## src/rtl/uart_pkg.sv

```systemverilog
// Shared definitions for the UART transmit FIFO: FSM state encoding and
// default sizing used by both the top level and the byte storage.
package uart_pkg;

    localparam int DEFAULT_DEPTH      = 8;
    localparam int DEFAULT_GAP_CYCLES = 12;
    localparam int BYTE_W             = 8;

    typedef enum logic [1:0] {
        IDLE      = 2'd0,
        LAUNCH    = 2'd1,
        WAIT_DONE = 2'd2,
        GAP       = 2'd3
    } tx_state_e;

endpackage

```

## src/rtl/byte_fifo.sv

```systemverilog
// Circular byte queue with occupancy count; writes into a full queue are
// dropped and flagged with a one-cycle overflow pulse.
module byte_fifo
    import uart_pkg::*;
#(
    parameter int DEPTH = DEFAULT_DEPTH
)
(
    input  logic                       clk,
    input  logic                       rst,
    input  logic                       wr_en_i,
    input  logic [BYTE_W-1:0]          wr_data_i,
    input  logic                       rd_en_i,
    output logic [BYTE_W-1:0]          rd_data_o,
    output logic                       full_o,
    output logic                       empty_o,
    output logic [$clog2(DEPTH+1)-1:0] count_o,
    output logic                       overflow_o
);

    localparam int PW = $clog2(DEPTH);
    localparam int CW = $clog2(DEPTH + 1);
    localparam logic [CW-1:0] FULL_COUNT = CW'(DEPTH);

    logic [BYTE_W-1:0] mem_q [DEPTH];
    logic [PW-1:0]     wr_ptr_q, wr_ptr_d;
    logic [PW-1:0]     rd_ptr_q, rd_ptr_d;
    logic [CW-1:0]     count_q, count_d;
    logic              overflow_q, overflow_d;
    logic              push, pop;

    // Full is judged on the registered count, so a pop in the same cycle
    // does not rescue a write that arrives while full.
    always_comb begin
        push       = wr_en_i && (count_q != FULL_COUNT);
        pop        = rd_en_i && (count_q != '0);
        overflow_d = wr_en_i && (count_q == FULL_COUNT);
        wr_ptr_d   = push ? wr_ptr_q + 1'b1 : wr_ptr_q;
        rd_ptr_d   = pop  ? rd_ptr_q + 1'b1 : rd_ptr_q;
        count_d    = count_q;
        if (push && !pop) begin
            count_d = count_q + 1'b1;
        end else if (pop && !push) begin
            count_d = count_q - 1'b1;
        end
    end

    always_ff @(posedge clk) begin
        if (rst) begin
            wr_ptr_q   <= '0;
            rd_ptr_q   <= '0;
            count_q    <= '0;
            overflow_q <= 1'b0;
        end else begin
            wr_ptr_q   <= wr_ptr_d;
            rd_ptr_q   <= rd_ptr_d;
            count_q    <= count_d;
            overflow_q <= overflow_d;
        end
    end

    always_ff @(posedge clk) begin
        if (!rst && push) begin
            mem_q[wr_ptr_q] <= wr_data_i;
        end
    end

    assign rd_data_o  = mem_q[rd_ptr_q];
    assign full_o     = (count_q == FULL_COUNT);
    assign empty_o    = (count_q == '0);
    assign count_o    = count_q;
    assign overflow_o = overflow_q;

endmodule

```

## src/rtl/uart_tx_fifo.sv

```systemverilog
// Buffers bytes for a UART transmitter and paces launches: one tx_start per
// byte, hold the byte until tx_done, then idle for GAP_CYCLES clocks.
module uart_tx_fifo
    import uart_pkg::*;
#(
    parameter int DEPTH      = DEFAULT_DEPTH,
    parameter int GAP_CYCLES = DEFAULT_GAP_CYCLES
)
(
    input  logic                       clk,
    input  logic                       rst,
    input  logic                       wr_en,
    input  logic [BYTE_W-1:0]          wr_data,
    output logic                       full,
    output logic                       empty,
    output logic [$clog2(DEPTH+1)-1:0] count,
    output logic                       overflow,
    output logic                       tx_start,
    output logic [BYTE_W-1:0]          tx_data,
    input  logic                       tx_done,
    output logic                       busy
);

    localparam int GW = $clog2(GAP_CYCLES + 1);
    localparam logic [GW-1:0] GAP_LAST = GW'(GAP_CYCLES - 1);

    tx_state_e         state_q, state_d;
    logic [GW-1:0]     gap_q, gap_d;
    logic [BYTE_W-1:0] tx_data_q, tx_data_d;
    logic [BYTE_W-1:0] fifo_head;
    logic              fifo_empty;
    logic              fifo_pop;

    byte_fifo #(
        .DEPTH (DEPTH)
    ) u_fifo (
        .clk        (clk),
        .rst        (rst),
        .wr_en_i    (wr_en),
        .wr_data_i  (wr_data),
        .rd_en_i    (fifo_pop),
        .rd_data_o  (fifo_head),
        .full_o     (full),
        .empty_o    (fifo_empty),
        .count_o    (count),
        .overflow_o (overflow)
    );

    // The head byte is captured on the IDLE->LAUNCH edge so it is already
    // on tx_data during the tx_start cycle; the pop happens at LAUNCH's end.
    always_comb begin
        state_d   = state_q;
        gap_d     = gap_q;
        tx_data_d = tx_data_q;
        fifo_pop  = 1'b0;
        tx_start  = 1'b0;
        case (state_q)
            IDLE: begin
                if (!fifo_empty) begin
                    state_d   = LAUNCH;
                    tx_data_d = fifo_head;
                end
            end
            LAUNCH: begin
                tx_start = 1'b1;
                fifo_pop = 1'b1;
                state_d  = WAIT_DONE;
            end
            WAIT_DONE: begin
                if (tx_done) begin
                    state_d = GAP;
                    gap_d   = '0;
                end
            end
            GAP: begin
                if (gap_q == GAP_LAST) begin
                    state_d = IDLE;
                end else begin
                    gap_d = gap_q + 1'b1;
                end
            end
            default: begin
                state_d = IDLE;
            end
        endcase
    end

    always_ff @(posedge clk) begin
        if (rst) begin
            state_q   <= IDLE;
            gap_q     <= '0;
            tx_data_q <= '0;
        end else begin
            state_q   <= state_d;
            gap_q     <= gap_d;
            tx_data_q <= tx_data_d;
        end
    end

    assign empty   = fifo_empty;
    assign tx_data = tx_data_q;
    assign busy    = (state_q != IDLE);

endmodule

```

## config.mk

```make
export PLATFORM = sky130hd
export DESIGN_NAME = uart_tx_fifo
export DESIGN_NICKNAME = d
export VERILOG_FILES = /design/src/rtl/uart_pkg.sv /design/src/rtl/byte_fifo.sv /design/src/rtl/uart_tx_fifo.sv
export SDC_FILE = /design/constraint.sdc
export NUM_CORES = 1
export LEC_CHECK = 0
export ABC_AREA = 1
export CORE_MARGIN = 4
export CORE_UTILIZATION = 63
export CTS_CLUSTER_SIZE = 28
export DETAILED_ROUTE_END_ITERATION = 7
export GPL_TIMING_DRIVEN = 0
export PLACE_DENSITY = 0.89
export SYNTH_ARGS = -nofsm -noshare
export SYNTH_HDL_FRONTEND = slang
export SYNTH_SLANG_ARGS = --single-unit
```

## constraint.sdc

```tcl
create_clock -name clk -period 3.55 [get_ports clk]
set_input_delay 0.5325 -clock clk [delete_from_list [all_inputs] [get_ports clk]]
set_output_delay 0.5325 -clock clk [all_outputs]
set_load 0.01 [all_outputs]
```

==> results of run 1 <==
==> sequential cells by signal, indices dropped and copies added, names as in the netlist <==
register and cells:
u_fifo.count_o 4, u_fifo.mem_q 64, gap_q 4, state_q 2, u_fifo.overflow_o 1, u_fifo.wr_ptr_q 3
tx_data 8, u_fifo.rd_ptr_q 3
==> cells in the final DEF (no fill, tap or decap), drive strengths merged <==
master,count
nand4,1
fa,1
clkbuf,11
clkinvlp,1
bufinv,1
nor3b,1
inv,72
and3,1
clkdlybuf4s50,27
edfxtp,64
ha,10
xor2,3
nor3,2
o21ai,11
or2,2
dfxtp,25
nand3,56
buf,13
nand2,119
nor2,24
clkinv,5
a21oi,17
==> critical path, delay by kind of cell (launching register included) <==
kind,cells,cell delay (ps)
adders and majority gates,1,240
buffers and inverters,3,830
DFF,1,370
==> layer usage <==
layer	vias up	global-route usage (%)
li1	1440	-
met1	1362	32.59
met2	156	41.71
met3	32	3.763
met4	0	12.23
met5	-	0
==> power groups by stage <==
stage	Clock [mW]	Combinational, mW	Sequential, mW
after global routing	0.756	1.45	1.34
final	0.701	1.32	1.32
after floorplan	0	0.831	1.36
after global placement	0	1.25	1.34
after detailed placement	0	1.30	1.35
after CTS	0.706	1.31	1.32
==> logic make-up after synthesis <==
group | count (synthesis)
and+or+nand+nor | 206
DFF | 89
buffers and inverters | 87
AOI/OAI and AO/OA | 28
adders and majority gates | 11
xor gates and xnor gates | 3
==> final timing paths <==
path / to / slack [ps] / cells past startpoint
worst min-delay path: tx_data[4] / 470 / 2
worst max-delay path: busy / 1230 / 4
worst max register to register: u_fifo.count_o[3] / 1330 / 13
worst min register to register: tx_data[4] / 470 / 2
==> through the flow <==
step	instance area [µm²]	power (mW)	hold WS (ps)
2_1_floorplan	4038	2.191	456.3
3_3_place_gp	4402	2.585	451.9
3_5_place_dp	4402	2.651	454.8
4_1_cts	4604	3.342	468.3
5_1_grt	4604	3.550	500.3
6_report	4604	3.347	469.0
==> cell type report <==
| cell class | instances | area [µm²] | area share, % |
|---|---|---|---|
| clock buffers | 10 | 137.6 | 2.989 |
| inverters | 73 | 287.8 | 6.250 |
| well taps | 75 | 93.84 | 2.038 |
| plain buffers | 14 | 108.9 | 2.364 |
| clock inverters | 6 | 65.06 | 1.413 |
| multi-input cells | 248 | 1219 | 26.47 |
| flip-flops and latches | 89 | 2422 | 52.61 |
| repair buffers | 27 | 270.3 | 5.870 |
==> flow_summary.toml, run 1 <==
[detailed_routing]
route.antenna.remaining_nets = 0
drc = 5
dr_wl_met3_um = 635
m1WireLength_mm = 3.529
routedWlPerCell_um = 16.30
viasPerCell = 5.517
met2_length_mm = 4.396
drt_wl_total_mm = 8.834
firstDrtPassIters = 8
dr_total_vias = 2990
highest_layer = "met4"
drtIter0Drc = 365

[clock_network]
htree_levels = 3
cts_hold_buf = 0
clkLatencyLatePin_ps = 350
cts_tree = "done"
cts_buffer_depth = 2
cts_buffers = 9
post_cts_buffers = 0
cts.sinks = 89
cts_resized = 0
path_clk_slew_ps = 90
root_buffer = "clkbuf_8"

[synthesis]
synth_area_leaders = "edfxtp_1, dfxtp_1, nand2_1, nand3_1, inv_1"
yosysSeqAreaShare_pct = 59.99
synth_nets = 447
ys_ff_latch = 89
synth-simple-area-share_pct = 22.37
synth-async-reset-ratio_pct = 0
ys_top_cells_by_count = "nand2_1, inv_1, edfxtp_1"
syn_inst = 424
synth_edf_count = 64
synth_top_family_by_area = "simple AND/OR/NAND/NOR gates"
synth_area_um2 = 4038
synth_cell_types = 32
yosysMostFrequentCell = "nand2_1"
synth_compound_area_share_pct = 3.564
syn-mean-instance-area_um2 = 9.523
synth_flop_cell = "edfxtp_1"
synth_fa_ha_area_share_pct = 3.595
synth-xor-area-share_pct = 0.6508
synth_top_area_share_pct = 47.60
synth_mux_area_share_pct = 0
synth_top_area_cell = "edfxtp_1"
ys.warnings.count = 0

[min_path]
hold_path_class = "reg -> reg"
hp-start = "tx_data[4]"

[sta]
setup_ws_ps = 1227
tightest_slew_ps = 1010
fin_crit_sh_pct = 65.44
fmax_ghz = 0.4304
rsz0062_at_grt = "no"
fin_tns_setup_ps = 0
finalMaxSlewViolations = 0
setup_viol = 0
finalClockSkew_ps = 8.714
finalWorstPathRequiredPeriod_ps = 2323
hold_violations = 0
max_slew_margin_pct = 32.44

[layout]
area_growth_pct = 14.04
layout-drive-gt1-share_pct = 9.422
fin_cells = 542
finalNetCount = 485
n_fill_cell = 394
diodes = 0
utilization_pct = 75.97

[critical_path]
reg2reg_from = "u_fifo.count_o[0]"
cp-end-kind = "output pin"
worstPathArrival_ps = 1790
start_kind = "register"
crit_start = "state_q[0]"
crit_chain = "inv_1 > ha_1 > inv_1 > clkdlybuf4s50_1"
slowest_stage = "clkdlybuf4s50_1"
cp_common_cell = "inv_1"
critPathMaxStageDelay_ps = 570
cp_data_required_time_ps = 3020
cp_max_fo = 3
worstSetupPathType = "reg -> out"

[grt]
grt_pass1_wl_mm = 14.33
grt_pass1_vias = 2951
grt_max_degree = 16
grt.total_usage_pct = 25.17
grt.overflow.total = 0
antenna_found_initial = 0

[power_and_ir_drop]
pwr-share-comb_pct = 39.5
switching_share_pct = 37.12
p_int_mw = 2.105
powerDensity_nw_per_um2 = 727.0
p_leak_nw = 1.980
clkPwrFrac_pct = 20.9
ir_drop_mv = 0.6357
seq_power_share_pct = 39.6
p_switching_mw = 1.242

[die]
fp.dieH_um = 88.06
die_w_um = 88.06
ios = 29
coreArea_um2 = 6061
rows = 28
start_util_pct = 66.62
dieArea_um2 = 7754

[run]
cap_violations = 0

[placement]
io_buffers = 27
dp_cells = 526
detailedPlace.worstSlack_ps = 1010
hpwl_mm = 5.969
gp_congestion = 0.8854

[run_status]
violations = "design-rule violations"
outcome = "finished with violations"
Note: power is estimated with default switching activity, not from simulation.
==> run 2, diff against run 1 <==
- CORE_UTILIZATION: 63 -> 58
- PLACE_DENSITY: 0.89 -> 0.83
- clock period: 3.55 -> 2.2 ns (I/O delays scaled with it)
==> run 2 against run 1 <==
- the run now ends clean
- clock power up 48%
- combinational power increased by 66%
- clock skew up 3.3 ps
- utilization is 7.7 points lower
- register-to-register slack worse by 1300 ps
- die area grew 7.8%
- clock-buffer cell count down 1
- worst setup slack got worse by 1200 ps
- worst hold slack lost 150 ps
- flip-flop and latch count is the same
- global-route usage decreased by 3.0 points
- critical path type is now reg -> reg
==> flow_summary.toml, run 2 (same netlist as run 1, synthesis figures left out) <==
[layout]
final_cell_mix = "nand2_1, inv_1, edfxtp_1, nand3_1, clkdlybuf4s50_1"
largest_register = "u_fifo.mem_q"
finalNetCount = 486
n_fill_cell = 520
largest_register_ff_count = 64
layout-drive-gt1-share_pct = 10.47
layout_commonest_cell = "nand2_1"
diodes = 0
seq_area_um2 = 2425
area_growth_pct = 14.87
multiInputGateArea_um2 = 1239

[power_and_ir_drop]
powerDensity_nw_per_um2 = 1158
p_leak_nw = 1.973
power_mw = 5.371
ir_drop_mv = 0.4856

[placement]
hpwl_mm = 5.741
gp_congestion = 0.8390
io_buffers = 27
detailedPlace.worstSlack_ps = -159.1

[critical_path]
rr_worst_depth = 12
rrSetupSlack_ps = 70
path_buf_inv = 1
worstSetupPathType = "reg -> reg"
r2r-end = "u_fifo.count_o[3]"
worstPathArrival_ps = 2430
cp_data_required_time_ps = 2500
start_kind = "register"
cp-end-kind = "register"
crit_start = "u_fifo.count_o[1]"
slowest_stage = "dfxtp_2"
cp_max_fo = 7
reg2reg_from = "u_fifo.count_o[1]"
crit_cells = 12
endpoint = "u_fifo.count_o[3]"
cp_top_family = "simple AND/OR/NAND/NOR gates"
critPathMaxStageDelay_ps = 370
crit_chain = "nor2_4 > nand3_2 > nand2_4 > ha_1 > inv_2 > ha_1 > or2_2 > nand2_1 > nand3_1 > nand2_1 > nand2_1 > a21oi_1"
cp_common_cell = "nand2_1"

[sta]
rsz0062_at_grt = "yes"
tightest_slew_ps = 917.1
hold_violations = 0
setup_ws_ps = 74.81
finalWorstPathRequiredPeriod_ps = 2125
fmax_ghz = 0.4705
finalMaxSlewViolations = 0
finalClockSkew_ps = 11.98
setup_viol = 0
fin_crit_sh_pct = 96.60
max_slew_margin_pct = 38.64

[grt]
grt_max_degree = 17
grt.total_usage_pct = 22.20
grt.overflow.total = 0
grt_pass1_wl_mm = 14.16
antenna_found_initial = 0
grt_pass1_vias = 2861

[clock_network]
clkLatencyLatePin_ps = 370
path_clk_slew_ps = 90
cts_buffers = 9
cts.sinks = 89
cts_buffer_depth = 2
root_buffer = "clkbuf_8"
htree_levels = 3
cts_tree = "done"

[run_status]
outcome = "completed"

[detailed_routing]
highest_layer = "met4"
dr_total_vias = 3000
dr_wl_met3_um = 614
m1WireLength_mm = 3.620
viasPerCell = 5.319
firstDrtPassIters = 6
met2_length_mm = 4.357
drt_wl_total_mm = 8.788
drc = 0
route.antenna.remaining_nets = 0
routedWlPerCell_um = 15.58
drtIter0Drc = 258

[die]
start_util_pct = 59.43
coreArea_um2 = 6794
rows = 30
die_w_um = 91.44
ios = 29
fp.dieH_um = 91.44
dieArea_um2 = 8360

[min_path]
hold_path_class = "in -> reg"

[run]
cap_violations = 0
run 2: cell types whose count changed in the layout (fill, tap and decap cells not counted), moves of 2 or more:
cell | before | now
nand2_4 | 0 | 2
dfxtp_2 | 0 | 2
nand2_2 | 2 | 0
dfxtp_1 | 25 | 23
clkinvlp_4 | 1 | 3
run 2: worst min-delay path by stage:
stage	start	endpoint	slack, ps	depth (start not counted)
6_report	rst	tx_data[0]	320	2
5_1_grt	rst	u_fifo.count_o[3]	340	2
4_1_cts	rst	tx_data[0]	320	2
3_5_place_dp	tx_data[2]	tx_data[2]	460	2
3_3_place_gp	tx_data[3]	tx_data[3]	450	2
2_1_floorplan	wr_data[0]	u_fifo.mem_q[0][0]	430	0
run 2: final cells by class:
cell class | instances | share of cell area [%]
Multi-Input combinational cell | 248 | 26.71
Clock buffer | 9 | 2.671
Clock inverter | 7 | 1.214
Sequential cell | 89 | 52.28
Buffer | 14 | 2.347
Inverter | 73 | 6.204
Timing Repair Buffer | 28 | 5.989
Tap cell | 96 | 2.590
run 2: per-stage QoR:
step	util, %	hold WS, ps	area (µm²)	setup TNS [ps]	instances
2_1_floorplan	-	428.9	4038	0	424
3_3_place_gp	65.18	453.2	4428	-3730	547
3_5_place_dp	65.18	458.3	4428	-5168	547
4_1_cts	67.85	318.8	4609	0	563
5_1_grt	68.27	345.0	4638	-107.0	564
6_report	68.27	322.1	4638	0	564
run 2: what timing repair did:
item                       4_1_cts  5_1_grt
resized for setup                1        6
buffers inserted                 0        1
hold endpoints to repair         0        0
pin swaps                        0        1
hold buffers                     0        0
setup endpoints to repair        1       39
run 2: where the power goes:
group / total, mW / leakage, nW / internal [mW] / switching [mW]
Sequential: 2.14 / 0.784 / 1.99 / 0.153
Clock: 1.04 / 0.0833 / 0.419 / 0.618
Combinational: 2.19 / 1.11 / 0.874 / 1.32
run 2: per-layer routing:
metal | vias to the layer above | GRT usage [%]
met2 | 133 | 36.88
li1 | 1447 | -
met3 | 27 | 5.551
met4 | 0 | 8.417
met1 | 1393 | 27.92
met5 | - | 0
==> run 3, diff against run 2 <==
- ABC_AREA: 1 -> default
- CORE_UTILIZATION: 58 -> 57
- PLACE_DENSITY: 0.83 -> 0.82
==> run 3 against run 2 <==
- design area down 2.9%
- critical endpoint is now u_fifo.count_o[2]
- maximum frequency decreased by 11%
- the run now ends with negative setup slack left
- critical path type unchanged
- highest routed layer unchanged
- first-iteration DRC count shrank 14%
- sequential power is essentially flat
- sequential share of layout area is 1.7 points higher
==> flow_summary.toml, run 3 <==
[run_status]
outcome = "finished with violations"
violations = "negative setup slack"

[grt]
grt.overflow.total = 0
grt_pass1_wl_mm = 11.39
grt_max_degree = 17
antenna_found_initial = 0
grt_pass1_vias = 2167
grt.total_usage_pct = 20.27

[die]
ios = 29
start_util_pct = 58.72
dieArea_um2 = 7900
rows = 29
die_w_um = 88.88
fp.dieH_um = 88.88
coreArea_um2 = 6350

[power_and_ir_drop]
p_int_mw = 3.829
p_leak_nw = 1.544
ir_drop_mv = 0.8540
powerDensity_nw_per_um2 = 1278
seq_power_share_pct = 37.2
switching_share_pct = 33.53
pwr-share-comb_pct = 43.2
p_switching_mw = 1.931
clkPwrFrac_pct = 19.6

[min_path]
hold_path_depth = 2
hold_path_class = "reg -> reg"
hp-start = "gap_q[1]"
holdPathEnd = "gap_q[1]"

[detailed_routing]
drtIter0Drc = 223
drt_wl_total_mm = 7.285
viasPerCell = 5.836
routedWlPerCell_um = 19.53
route.antenna.remaining_nets = 0
firstDrtPassIters = 4
drc = 0
dr_total_vias = 2177

[sta]
tightest_slew_ps = 854.4
setup_ws_ps = -179.3
max_slew_margin_pct = 42.83
rsz0062_at_grt = "yes"
finalMaxSlewViolations = 0
fmax_ghz = 0.4203
finalWorstPathRequiredPeriod_ps = 2379
fin_crit_sh_pct = 108.1
setup_viol = 3
finalClockSkew_ps = 14.22
hold_violations = 0

[layout]
area_growth_pct = 20.84
largest_register = "u_fifo.mem_q"
final_cell_mix = "edfxtp_1, clkdlybuf4s50_1, nor2_1, dfxtp_1, mux4_2"
layout_commonest_cell = "edfxtp_1"
final_cell_area_um2 = 4506
largest_register_ff_count = 64
finalNetCount = 314
diodes = 0
seq_area_um2 = 2432
layout-drive-gt1-share_pct = 30.74
utilization_pct = 70.96
multiInputGateArea_um2 = 1280
n_fill_cell = 407

[critical_path]
start_kind = "register"
slowest_stage = "or4_4"
cp_common_cell = "nor2_1"
cp_max_fo = 4
rr_worst_depth = 11
r2r-end = "u_fifo.count_o[2]"
reg2reg_from = "u_fifo.count_o[1]"
worstPathArrival_ps = 2600
critPathMaxStageDelay_ps = 570
cp_data_required_time_ps = 2420
cp_top_family = "simple AND/OR/NAND/NOR gates"
worstSetupPathType = "reg -> reg"
path_buf_inv = 3
crit_chain = "or4_4 > nand2_4 > ha_4 > inv_4 > buf_4 > buf_6 > fa_2 > xnor2_2 > nor2_1 > a21oi_1 > nor2_1"
rrSetupSlack_ps = -180
cp-end-kind = "register"

[synthesis]
syn_inst = 240
syn-mean-instance-area_um2 = 15.54
ys_ff_latch = 89
synth_top_family_by_area = "simple AND/OR/NAND/NOR gates"
synth-simple-area-share_pct = 11.34
ys.warnings.count = 0
synth-async-reset-ratio_pct = 0
synth_area_leaders = "edfxtp_1, dfxtp_1, mux4_2, ha_1, nor2_1"
synth_compound_area_share_pct = 4.664
synth_mux_area_share_pct = 10.50
synth_cell_types = 46
synth_area_um2 = 3729
ys_top_cells_by_count = "edfxtp_1, nor2_1, dfxtp_1"
synth_nets = 263
synth-xor-area-share_pct = 1.409
yosysSeqAreaShare_pct = 64.97
yosysMostFrequentCell = "edfxtp_1"
synth_fa_ha_area_share_pct = 3.893
synth_edf_count = 64
synth_top_area_cell = "edfxtp_1"
synth_top_area_share_pct = 51.54
synth_flop_cell = "edfxtp_1"

[clock_network]
htree_levels = 3
cts_buffers = 9
root_buffer = "clkbuf_8"
clkLatencyLatePin_ps = 360
cts_buffer_depth = 2
cts.sinks = 89
cts_tree = "done"
path_clk_slew_ps = 90

[run]
cap_violations = 0

[placement]
io_buffers = 28
gp_congestion = 0.7419
hpwl_mm = 4.365
placed_area_um2 = 4153
==> run 3: cell types whose count changed in the layout (fill, tap and decap cells not counted), sizes merged, moves of 4 or more <==
cell    delta
a21oi     -11
buf        +6
clkbuf     +4
inv       -60
mux4      +16
nand2    -112
nand2b     +5
nand3     -50
nor2       +4
nor2b      +4
nor3       +9
o21ai     -10
o22ai      +8
==> run 3: layer usage <==
metal / track usage, % / vias up / share of wire (%)
li1: - / 1013 / -
met1: 26.28 / 1064 / 41
met2: 33.54 / 82 / 51
met3: 4.004 / 18 / 6.0
met4: 8.379 / 0 / 2.3
met5: 0 / - / 0
==> run 3: through the flow <==
step	total power, mW	hold slack, ps	cells	setup slack (ps)	TNS (ps)
final	5.760	486.8	373	-179.3	-460.9
after global routing	6.101	514.4	373	-271.5	-916.0
after CTS	5.631	486.5	372	-187.4	-187.4
after detailed placement	4.300	473.4	346	-704.7	-19650
after global placement	4.247	464.4	345	-675.6	-21800
after floorplan	3.666	428.9	240	-157.6	-157.6
==> run 3: cells by family after synthesis <==
family / after synthesis
flip-flops: 89
XOR/XNOR: 6
adder cells (fa/ha/maj): 11
buffers and inverters: 21
AO/OA/AOI/OAI: 24
multiplexers: 19
AND/OR/NAND/NOR: 70
==> run 3: worst reg2reg max path, delay by kind of cell (launching register included) <==
family / cells / cell delay, ps
AND/OR/NAND/NOR: 4 / 790
flip-flops: 1 / 360
AO/OA/AOI/OAI: 1 / 120
buffers and inverters: 3 / 290
XOR/XNOR: 1 / 180
adder cells (fa/ha/maj): 2 / 510
==> run 3: timing repair <==
item,in CTS,in global routing
cloned,0,0
hold buffers,0,0
endpoints found under the setup margin,40,11
pin swaps,8,8
resized for setup,17,7
setup buffers,11,2
==> run 3: how the worst max path moves through the flow <==
stage	from	endpoint	slack, ps	depth (start not counted)
floorplan	u_fifo.count_o[1]	u_fifo.count_o[3]	-160	11
global placement	rst	u_fifo.mem_q[1][6]	-680	4
detailed placement	wr_en	u_fifo.mem_q[0][1]	-700	4
CTS	u_fifo.count_o[0]	u_fifo.count_o[3]	-190	10
global route	u_fifo.count_o[1]	u_fifo.count_o[2]	-270	11
finish	u_fifo.count_o[1]	u_fifo.count_o[2]	-180	11
==> run 3: final cells by class <==
type                            instances  area share [%]
Clock buffer                            9           2.749
Tap cell                               77           2.138
Clock inverter                          7           1.694
Sequential cell                        89           53.98
Buffer                                 10           1.666
Timing Repair Buffer                   42           8.498
Inverter                                9          0.8609
Multi-Input combinational cell        130           28.41
==> run 3: power by group through the flow <==
stage	Clock (mW)	Sequential, mW	Combinational (mW)
finish	1.13	2.14	2.49
global route	1.22	2.17	2.72
CTS	1.14	2.14	2.36
detailed placement	0	2.19	2.12
global placement	0	2.18	2.07
floorplan	0	2.21	1.46
